## src/rtl/sensor_frame_assembler.sv

```systemverilog
// Serial-to-parallel frame assembler feeding the MLP input vector. Gathers one frame while the
// previous one waits in the output register, and resynchronises on framing errors.
module sensor_frame_assembler #(
    parameter int unsigned N_CH  = 6,
    parameter int unsigned DW    = 8,
    parameter int unsigned CNT_W = 16
) (
    input  logic             clk,
    input  logic             rst,
    input  logic             s_valid,
    output logic             s_ready,
    input  logic [DW-1:0]    s_data,
    input  logic             s_last,
    output logic             m_valid,
    input  logic             m_ready,
    output logic [DW-1:0]    m_data [N_CH],
    output logic             frame_err,
    output logic [CNT_W-1:0] frame_cnt
);

    localparam int unsigned IdxW = (N_CH > 1) ? $clog2(N_CH) : 1;
    localparam logic [IdxW-1:0] LastIdx = IdxW'(N_CH - 1);

    typedef enum logic [1:0] {StCollect, StPending, StResync} state_e;

    state_e            state_q, state_d;
    logic [IdxW-1:0]   idx_q, idx_d;
    logic [DW-1:0]     buf_q [N_CH];
    logic [DW-1:0]     buf_d [N_CH];
    logic [DW-1:0]     m_data_q [N_CH];
    logic [DW-1:0]     m_data_d [N_CH];
    logic              m_valid_q, m_valid_d;
    logic              err_q, err_d;
    logic [CNT_W-1:0]  cnt_q, cnt_d;

    logic accept;
    logic handoff;
    logic slot_free;

    assign s_ready   = (state_q != StPending);
    assign accept    = s_valid && s_ready;
    assign handoff   = m_valid_q && m_ready;
    assign slot_free = !m_valid_q || m_ready;

    always_comb begin
        state_d   = state_q;
        idx_d     = idx_q;
        buf_d     = buf_q;
        m_data_d  = m_data_q;
        m_valid_d = m_valid_q && !m_ready;
        err_d     = 1'b0;
        cnt_d     = handoff ? cnt_q + CNT_W'(1) : cnt_q;

        unique case (state_q)
            StCollect: begin
                if (accept) begin
                    if (idx_q != LastIdx) begin
                        if (s_last) begin
                            // Short frame: drop what was gathered so far.
                            idx_d = '0;
                            err_d = 1'b1;
                        end else begin
                            buf_d[idx_q] = s_data;
                            idx_d        = idx_q + IdxW'(1);
                        end
                    end else if (s_last) begin
                        if (slot_free) begin
                            m_data_d           = buf_q;
                            m_data_d[N_CH-1]   = s_data;
                            m_valid_d          = 1'b1;
                            idx_d              = '0;
                        end else begin
                            buf_d[N_CH-1] = s_data;
                            state_d       = StPending;
                        end
                    end else begin
                        // Long frame: drop it and skip beats up to its s_last.
                        idx_d   = '0;
                        err_d   = 1'b1;
                        state_d = StResync;
                    end
                end
            end
            StPending: begin
                if (slot_free) begin
                    m_data_d  = buf_q;
                    m_valid_d = 1'b1;
                    idx_d     = '0;
                    state_d   = StCollect;
                end
            end
            StResync: begin
                if (accept && s_last) begin
                    idx_d   = '0;
                    state_d = StCollect;
                end
            end
            default: begin
                idx_d   = '0;
                state_d = StCollect;
            end
        endcase
    end

    always_ff @(posedge clk or posedge rst) begin
        if (rst) begin
            state_q   <= StCollect;
            idx_q     <= '0;
            m_valid_q <= 1'b0;
            err_q     <= 1'b0;
            cnt_q     <= '0;
            for (int i = 0; i < N_CH; i++) begin
                buf_q[i]    <= '0;
                m_data_q[i] <= '0;
            end
        end else begin
            state_q   <= state_d;
            idx_q     <= idx_d;
            m_valid_q <= m_valid_d;
            err_q     <= err_d;
            cnt_q     <= cnt_d;
            buf_q     <= buf_d;
            m_data_q  <= m_data_d;
        end
    end

    assign m_valid   = m_valid_q;
    assign m_data    = m_data_q;
    assign frame_err = err_q;
    assign frame_cnt = cnt_q;

endmodule

```

## config.mk

```make
export PLATFORM = sky130hd
export DESIGN_NAME = sensor_frame_assembler
export DESIGN_NICKNAME = d
export VERILOG_FILES = /design/src/rtl/sensor_frame_assembler.sv
export SDC_FILE = /design/constraint.sdc
export NUM_CORES = 1
export LEC_CHECK = 0
export ABC_AREA = 1
export CAP_MARGIN = 20
export CORE_MARGIN = 4
export CORE_UTILIZATION = 40
export DETAILED_ROUTE_END_ITERATION = 10
export GPL_ROUTABILITY_DRIVEN = 0
export GPL_TIMING_DRIVEN = 0
export PLACE_DENSITY = 0.73
export SYNTH_ARGS = -nofsm -noshare
export SYNTH_HDL_FRONTEND = slang
export SYNTH_SLANG_ARGS = --single-unit
```

## constraint.sdc

```tcl
create_clock -name clk -period 10.7 [get_ports clk]
set_input_delay 3.21 -clock clk [delete_from_list [all_inputs] [get_ports clk]]
set_output_delay 3.21 -clock clk [all_outputs]
set_load 0.02 [all_outputs]
```

==> results.rst <==
.. list-table::
   :header-rows: 1

   * - Metric
     - Value
   * - Routed wire length on met2
     - 6030 um
   * - Most frequent cell after synthesis
     - sky130_fd_sc_hd__nand2_1
   * - Synth warnings
     - 0
   * - Share of synthesized area occupied by flip-flops and latches
     - 59.6%
   * - Number of DRC markers in iteration 0
     - 269
   * - Buf/Inv on CP
     - 4
   * - Most frequent cells after synthesis
     - 185 x sky130_fd_sc_hd__nand2_1, 119 x sky130_fd_sc_hd__dfrtp_1, 56 x sky130_fd_sc_hd__o21ai_1, 50 x sky130_fd_sc_hd__nand3_1, 33 x sky130_fd_sc_hd__inv_1
   * - Final worst path period share
     - 51.8%
   * - Kind of path behind the tightest hold check
     - reg2reg
   * - Via density per instance
     - 4.89
   * - Unique cell type count in the Yosys netlist
     - 26
   * - Horiz. Die Dim
     - 120 um
   * - Cell type group with the largest total delay on the critical path
     - buffers and inverters
   * - Overflow left after global routing
     - 0
   * - Area share of the largest cell type after synthesis
     - 59.6%
   * - Largest buffer count on any clock path
     - 2
   * - Worst path arrival time
     - 2330 ps
   * - Data required time at the worst endpoint
     - 7490 ps
   * - Mapped Cells
     - 540
   * - Kind of critical path
     - reg2out
   * - Power density of the placed cells
     - 277 nW/um^2
   * - Total of hold buffers inserted after clock tree synthesis
     - 0
   * - Maximum number of pins on one net before global-route repair
     - 70
   * - Routed WL per cell
     - 14.7 um
   * - Clk pwr share
     - 29.9%
   * - Wirelength, routed
     - 12000 um
   * - CP Cell Sequence
     - inv_1, nor2_2, inv_1, clkbuf_1, clkdlybuf4s50_1
   * - Top cells by area in the synthesized netlist
     - sky130_fd_sc_hd__dfrtp_1 60%, sky130_fd_sc_hd__nand2_1 14%, sky130_fd_sc_hd__o21ai_1 5.6%
   * - Final setup violating endpoints
     - 0
   * - Root buffer cell
     - sky130_fd_sc_hd__clkbuf_16
   * - Std cell rows
     - 40
   * - Half-perimeter wire length after detailed placement
     - 8220 um
   * - Origin of the critical flop-to-flop path
     - idx_q[1]$_DFFE_PP0P_
   * - Peak supply drop
     - 0.120 mV
   * - Count of final hold-check violations
     - 0
   * - Drt pass-1 iters
     - 5
   * - Final nets
     - 655
   * - Delay contributed by the slowest stage of the critical path
     - 690 ps
   * - DRC errors left
     - 0
   * - Global routing usage summed across all routing layers
     - 17.7%
   * - Pin slew with the least headroom to its limit
     - 645 ps
   * - Switching component of the power
     - 0.625 mW
   * - Number of clock sinks
     - 119
   * - Power share of the sequential group
     - 39.2%
   * - Worst-case register-to-register setup slack
     - 8590 ps
   * - Max-slew violation count
     - 0
   * - Total internal power
     - 1.20 mW
   * - Area of the core
     - 12100 um^2
   * - Leak
     - 3.21 nW
   * - Via count of the first global-routing pass
     - 3902
   * - Buffers added on ports
     - 79
   * - Clock-pin slew reported for the worst setup and hold paths after clock tree synthesis
     - 50 ps
   * - Worst hold stages
     - 2
   * - Run status
     - finished clean
   * - Length of routed wiring on met1
     - 5190 um
   * - CTS tree
     - yes
   * - Startpoint types
     - flop
   * - Antenna-violating nets left
     - 0
   * - Most repeated library cell on the critical path
     - sky130_fd_sc_hd__inv_1
   * - Number of nets produced by synthesis
     - 556
   * - Crit path time final
     - 5540 ps
   * - Hold_ws
     - 468 ps
   * - Most used flip-flop cell after synthesis
     - sky130_fd_sc_hd__dfrtp_1
   * - Destination of the worst hold path
     - m_data[13]$_DFFE_PP0P_
   * - Growth of design area from synthesis to finish
     - 32.0%
   * - Combinational share of power
     - 30.9%
   * - I/O Pins
     - 80
   * - Source-to-sink clock delay at the later pin of the worst-skew pair
     - 420 ps
   * - Critical path capture point type
     - output port
   * - Number of buffers inserted during clock tree synthesis
     - 17
   * - Number of antenna violations at the first check in global routing
     - 0
   * - Effective utilization at floorplan
     - 41.3%
   * - Die height
     - 120 um
   * - Highest routed layer
     - met4
   * - Number of cells on the worst reg-to-reg path
     - 11
   * - Ratio of cells with drive above 1 in the final layout
     - 9.06%
   * - Cts repair resizes
     - 0
   * - CTS H-tree depth
     - 4
   * - Detailed-route via count
     - 4004
   * - Clock Skews
     - 8.89 ps
   * - Post-CTS setup repair buffer count
     - 0
   * - Mean area per synthesized cell
     - 9.26 um^2
   * - Headroom to the max-slew limit
     - 57.0%
   * - Critical Path Fanout Max
     - 10
   * - Cell type with the highest aggregate area in the netlist
     - sky130_fd_sc_hd__dfrtp_1
   * - Number of antenna cells inserted
     - 0
   * - Area enclosed by the die boundary
     - 14400 um^2
   * - FF+latch count, synth
     - 119
   * - RSZ-0062 raised after global routing
     - false
   * - Met3 wire length
     - 595 um
   * - Number of maximum-capacitance violations
     - 0
   * - Count of flip-flops with a built-in enable after synthesis
     - 0
   * - Hold_sp
     - m_data[13]$_DFFE_PP0P_
   * - Mapped cell area
     - 5000 um^2
   * - RR Endpoint
     - m_data[23]$_DFFE_PP0P_
   * - Maximum frequency from static timing analysis
     - 180 MHz
   * - Cell with the largest stage delay on the worst path
     - sky130_fd_sc_hd__clkdlybuf4s50_1
   * - TNS Setup
     - 0 ps
   * - Global-route wire length before repair
     - 19900 um
   * - Share of flip-flops with an asynchronous set or reset after synthesis
     - 100%
   * - Switching power share of the total
     - 34.2%
==> cells in the final DEF, fill, tap and decap left out, types with 4 or more instances in the layout <==
master	netlist	routed
sky130_fd_sc_hd__nand2_1	185	185
sky130_fd_sc_hd__dfrtp_1	119	119
sky130_fd_sc_hd__clkdlybuf4s50_1	0	79
sky130_fd_sc_hd__o21ai_1	56	56
sky130_fd_sc_hd__nand3_1	50	50
sky130_fd_sc_hd__inv_1	33	32
sky130_fd_sc_hd__nor2_1	17	17
sky130_fd_sc_hd__clkbuf_16	0	17
sky130_fd_sc_hd__o21ai_0	14	14
sky130_fd_sc_hd__clkbuf_1	7	11
sky130_fd_sc_hd__buf_2	10	10
sky130_fd_sc_hd__xor2_1	6	6
sky130_fd_sc_hd__buf_6	5	5
sky130_fd_sc_hd__nand4_4	5	5
sky130_fd_sc_hd__xnor2_1	5	5
sky130_fd_sc_hd__nand4_1	5	5
sky130_fd_sc_hd__a21oi_1	4	4
==> worst min-delay path: cells and delay by family, from the launching register on <==
kind             cells  cell delay, ps
and+or+nand+nor      2             100
DFF                  1             330
==> per-stage QoR <==
stage | utilization, % | total power, mW | std cells | instance area [um^2] | worst slack (ps)
floorplan | - | 1.04 | 540 | 5000 | 4330
global placement | 49.5 | 1.26 | 787 | 6000 | 2900
detailed placement | 49.8 | 1.28 | 788 | 6030 | 5640
CTS | 54.5 | 1.84 | 819 | 6600 | 5160
global route | 54.5 | 1.93 | 819 | 6600 | 5060
finish | 54.5 | 1.83 | 819 | 6600 | 5160
==> power groups by stage <==
stage	logic [mW]	registers [mW]	clock network, mW
2_1_floorplan	0.243	0.794	0
3_3_place_gp	0.546	0.714	0
3_5_place_dp	0.565	0.720	0
4_1_cts	0.572	0.715	0.552
5_1_grt	0.620	0.736	0.575
6_report	0.564	0.715	0.546
==> sequential cells by signal, summed over array words and instances (netlist names) <==
name       count
m_data        48
frame_err      1
frame_cnt     16
idx_q          3
buf_q         48
m_valid        1
state_q        2
==> metal layers <==
| metal | vias to the layer above | track usage [%] |
|---|---|---|
| met3 | 14 | 5.23 |
| met5 | - | 0 |
| li1 | 1961 | - |
| met4 | 0 | 6.30 |
| met2 | 108 | 28.6 |
| met1 | 1921 | 22.5 |
==> worst max-delay path by stage <==
stage	slack, ps	end	cells past startpoint	startpoint
3_3_place_gp	2900	frame_err$_DFF_PP0_	2	rst
5_1_grt	5060	s_ready	5	state_q[0]$_DFFE_PP0P_
6_report	5160	s_ready	5	state_q[0]$_DFFE_PP0P_
3_5_place_dp	5640	s_ready	5	state_q[0]$_DFFE_PP0P_
2_1_floorplan	4330	buf_q[0]$_DFFE_PP0P_	1	rst
4_1_cts	5160	s_ready	5	state_q[0]$_DFFE_PP0P_
==> cells by family after synthesis <==
kind of cell	synth area share [%]
DFF	59.6
and+or+nand+nor	24.6
AOI/OAI and AO/OA	7.91
buffers and inverters	5.28
adders and majority gates	0.751
xor gates and xnor gates	1.93
==> area by class of cell <==
cell class,instances,area [um^2]
clock inverters,8,98.8
fillers,1072,5510
multi-input cells,364,1760
repair buffers,80,818
clock buffers,23,468
plain buffers,22,133
flip-flops and latches,119,2980
well taps,168,210
inverters,35,134
No activity file was read; power rests on OpenSTA's default activity.
==> edit 1: new RTL, config.mk and constraints unchanged <==
The 3 states of `state_e` get a one-hot encoding in 3 bits.
--- a/src/rtl/sensor_frame_assembler.sv
+++ b/src/rtl/sensor_frame_assembler.sv
@@ -21,7 +21,7 @@
     localparam int unsigned IdxW = (N_CH > 1) ? $clog2(N_CH) : 1;
     localparam logic [IdxW-1:0] LastIdx = IdxW'(N_CH - 1);
 
-    typedef enum logic [1:0] {StCollect, StPending, StResync} state_e;
+    typedef enum logic [2:0] {StCollect = 3'b001, StPending = 3'b010, StResync = 3'b100} state_e;
 
     state_e            state_q, state_d;
     logic [IdxW-1:0]   idx_q, idx_d;
Function: same outputs for any inputs over 4 cycles, from zero or initial values and one cycle with rst high; so few cycles prove little.
==> edit 1 against the unedited design <==
Global-route usage shrank 0.39 points; total power down 7.2%; die area is 6.1% higher; design area increased by 4.4%; area after synthesis grew 6.5%; routed wire length up 2.3%; setup slack gained 0.54 ns; clock skew increased by 0.00093 ns; sequential cell count is 1 higher; critical endpoint unchanged; largest power group unchanged.
==> edit 1: results (changes against the unedited design) <==
peakVddDrop_uv: 157  # +31%
grt_pass1_wl_mm: 20.3  # +2.5%
status: "completed"
cts_resized: 0  # unchanged
grt_usage: 0.173  # -0.00391
insertedDiodeCount: 0  # unchanged
ys.flop_type: "dfrtp_1"
cp_max_fo: 9  # -1
cts_max_level: 4  # unchanged
dr_wl_met3_um: 504  # -15%
max_stage_delay_ns: 0.63  # -0.06 ns
viasPerCell: 4.86  # -0.57%
syn-num-nets: 616  # +11%
num-nets-final: 715  # +9.2%
async_flop_share: 1.00  # unchanged
cp.arrival_ns: 1.79  # -0.54 ns
grt_max_degree: 63  # -10%
leakagePower_nw: 3.45  # +7.5%
drive_above_1_share: 0.115  # +0.0241
ys_top_cells_by_area: "dfrtp_1 56%, nand2_1 16%, nand3_1 6.9%, o21ai_1 3.0%, inv_1 2.0%"
worstMarginPinSlew_ns: 0.735  # +0.0898 ns
netlist_top_cells_count: "223 x nand2_1, 119 x dfrtp_1, 73 x nand3_1, 32 x o21ai_1, 28 x inv_1"
ys_types: 31  # +19%
wl_met2_mm: 5.91  # -1.9%
wirelength_mm: 12.3  # +2.3%
ys_seq_area_frac: 0.564  # -0.0316
fin_worst_skew_ns: 0.00983  # +0.000932 ns
grt_pass1_vias: 4184  # +7.2%
drtPass1Iterations: 4  # -1
place_area_um2: 6360  # +5.5%
==> edit 1: changes by cell type in the layout (fill, tap and decap cells not counted), moves of 5 or more <==
| cell | before | now |
|---|---|---|
| o21ai_2 | 1 | 8 |
| o21ai_1 | 56 | 32 |
| nand3_1 | 50 | 73 |
| nand2_4 | 0 | 6 |
| buf_4 | 0 | 5 |
| nand2_1 | 185 | 223 |
| clkbuf_1 | 11 | 5 |
| inv_2 | 2 | 7 |
| nor2_1 | 17 | 26 |
| nand4_4 | 5 | 0 |
| inv_1 | 32 | 27 |
==> edit 1: routing by layer <==
layer / GRT usage / vias to the layer above
li1: - / 2133
met1: 0.235 / 2039
met2: 0.267 / 82
met3: 0.0439 / 14
met4: 0.0657 / 0
met5: 0 / -
==> edit 1: worst register-to-register path, cell delays in order, from the launching register on <==
cell and delay [ns]:
dfrtp_1 0.46, inv_1 0.11, ha_1 0.23, nand2_2 0.15, inv_1 0.11, ha_1 0.18, inv_1 0.05, nand3_1 0.11
a21oi_4 0.27, nand2_2 0.17, nand2_1 0.09, nand2_1 0.05
==> edit 1: per-stage QoR <==
stage	worst slack, ns	std cells	utilization
finish	5.70	878	0.537
detailed placement	5.71	851	0.496
CTS	5.67	878	0.537
floorplan	4.31	599	-
global placement	2.82	850	0.494
global route	5.64	878	0.537
==> edit 1: cell type report <==
type	count	area, µm²
Tap cell	172	215
Fill cell	1164	5940
Timing Repair Buffer	80	818
Clock buffer	23	478
Multi-Input combinational cell	420	2010
Sequential cell	120	3000
Inverter	35	134
Buffer	24	180
Clock inverter	4	47.5
==> edit 1: cell families (layout without fill, tap and decap cells) <==
logic type	Yosys count	count (layout)	share of synthesized area
compound gates	58	58	0.0627
fa+ha+maj	4	4	0.00940
flops	120	120	0.564
simple gates	348	348	0.289
buf+inv	59	166	0.0585
xor+xnor	10	10	0.0164
==> edit 1: final timing paths <==
check	startpoint	to	slack [ns]	cells past startpoint
max	state_q[0]$_DFFE_PP1P_	s_ready	5.70	3
max reg2reg	idx_q[1]$_DFFE_PP0P_	buf_q[7]$_DFFE_PP0P_	8.60	11
min in group asynchronous	rst	m_data[18]$_DFFE_PP0P_	3.28	2
max in group asynchronous	rst	buf_q[1]$_DFFE_PP0P_	6.66	3
min reg2reg	m_data[40]$_DFFE_PP0P_	m_data[40]$_DFFE_PP0P_	0.47	2
min	m_data[40]$_DFFE_PP0P_	m_data[40]$_DFFE_PP0P_	0.47	2
==> edit 1: report_power, final <==
group / internal [mW] / switching [mW]
Sequential: 0.563 / 0.0693
Clock: 0.329 / 0.181
Combinational: 0.223 / 0.329
==> edit 2: new RTL, config.mk and constraints unchanged <==
Without the edit above. The parameter `DW` goes from 8 to 12.
--- a/src/rtl/sensor_frame_assembler.sv
+++ b/src/rtl/sensor_frame_assembler.sv
@@ -2,7 +2,7 @@
 // previous one waits in the output register, and resynchronises on framing errors.
 module sensor_frame_assembler #(
     parameter int unsigned N_CH  = 6,
-    parameter int unsigned DW    = 8,
+    parameter int unsigned DW    = 12,
     parameter int unsigned CNT_W = 16
 ) (
     input  logic             clk,
Interface: changed (resized m_data and s_data); port bits go from 80 to 108. No check against the original RTL was run, so the function may have changed too.
==> edit 2 against the unedited design <==
Maximum frequency is 1.5% higher; utilization is 1.8 points lower; setup slack better by 0.085 ns; count of clock-buffer cells in the layout is 4 lower; area after synthesis is 35% higher; routed wire length is 38% higher; design area is 32% higher; sequential share of layout area is 2.7 points higher; total power is 26% higher; global-route usage is 0.11 points higher; combinational power is 25% higher; via count is 35% higher; sequential cell count is 48 higher.
==> edit 2: results (changes against the unedited design) <==
status: "completed"
drtPass1Iterations: 4  # -1
slowest_stage: "clkdlybuf4s50_1"
top_layer_used: "met4"
port_buffers: 107  # +35%
swShare: 0.347  # +0.00475
hold_start: "m_data[22]$_DFFE_PP0P_"
place_area_um2: 8150  # +35%
ys_seq_area_frac: 0.618  # +0.0221
ys_top_cells_by_area: "dfrtp_1 62%, nand2_1 15%, o21ai_1 6.2%, nand3_1 5.2%, inv_1 1.8%"
syn-num-nets: 752  # +35%
wl_met2_mm: 7.88  # +31%
drtIter0Drc: 414  # +54%
grt_max_degree: 90  # +29%
dpl.cell_count: 1060  # +35%
grt_pass1_wl_mm: 27.4  # +38%
dpl.hpwl_mm: 11.3  # +37%
fin_worst_skew_ns: 0.0105  # +0.00161 ns
startpoint: "state_q[1]$_DFFE_PP0P_"
worstMarginPinSlew_ns: 0.560  # -0.0846 ns
ys_types: 21  # -19%
leakagePower_nw: 4.33  # +35%
grt_pass1_vias: 5309  # +36%
drive_above_1_share: 0.0837  # -0.00691
cp.arrival_ns: 2.25  # -0.08 ns
dr_wl_met3_um: 860  # +45%
vias: 5420  # +35%
syn_area_per_cell_um2: 9.24  # -0.18%
peakVddDrop_uv: 127  # +5.8%
viasPerCell: 4.96  # +1.5%
wl_per_cell_um: 15.2  # +3.5%
edit 2: changes by cell type after synthesis, sizes merged, moves of 3 or more:
cell	before	now
nand2	188	271
dfrtp	119	167
o21ai	71	102
xor2	6	9
a21oi	4	0
nand3	51	70
buf	15	27
nor2	20	23
xnor2	5	2
edit 2: final timing paths:
kind | endpoint | slack [ns] | cells past startpoint
hold / removal | m_data[22]$_DFFE_PP0P_ | 0.47 | 2
min in group asynchronous | m_data[63]$_DFFE_PP0P_ | 3.24 | 2
max in group asynchronous | buf_q[7]$_DFFE_PP0P_ | 6.63 | 3
hold reg to reg | m_data[22]$_DFFE_PP0P_ | 0.47 | 2
setup / recovery | s_ready | 5.24 | 4
setup reg to reg | m_data[33]$_DFFE_PP0P_ | 8.48 | 11
edit 2: power by group through the flow:
stage,Clock [mW],Sequential [mW],Combinational [mW]
after CTS,0.622,0.992,0.715
after detailed placement,0,1.00,0.711
after global placement,0,0.995,0.693
after floorplan,0,1.09,0.299
final,0.610,0.993,0.707
after global routing,0.649,1.02,0.782
edit 2: through the flow:
step / setup WS (ns) / hold WS [ns] / total power [mW] / util
after floorplan: 2.97 / 0.454 / 1.39 / -
after global placement: 0.730 / 0.454 / 1.69 / 0.489
after detailed placement: 5.61 / 0.458 / 1.71 / 0.491
after CTS: 5.26 / 0.474 / 2.33 / 0.527
after global routing: 5.14 / 0.488 / 2.45 / 0.527
final: 5.24 / 0.470 / 2.31 / 0.527
edit 2: final cells by class:
type,instances,area (µm²)
Timing Repair Buffer,108,1100
Inverter,37,146
Clock buffer,19,443
Clock inverter,13,145
Multi-Input combinational cell,493,2240
Fill cell,1529,7850
Buffer,35,209
Tap cell,220,275
Sequential cell,167,4180
edit 2: routing by layer:
| layer | global-route usage | vias to the layer above |
|---|---|---|
| li1 | - | 2623 |
| met1 | 0.244 | 2615 |
| met2 | 0.280 | 159 |
| met3 | 0.0411 | 23 |
| met4 | 0.0593 | 0 |
| met5 | 0 | - |
edit 2: worst min-delay path, stage by stage, from the launching register on:
cell	delay [ns]
dfrtp_1	0.34
nand2_1	0.05
nand2_1	0.05
edit 2: kinds of logic (layout without fill, tap and decap cells):
kind of cell / after synthesis / after routing / synth area share
compound gates: 103 / 103 / 0.0771
xor+xnor: 11 / 11 / 0.0142
simple gates: 376 / 376 / 0.234
buf+inv: 72 / 212 / 0.0514
flops: 167 / 167 / 0.618
fa+ha+maj: 3 / 3 / 0.00555
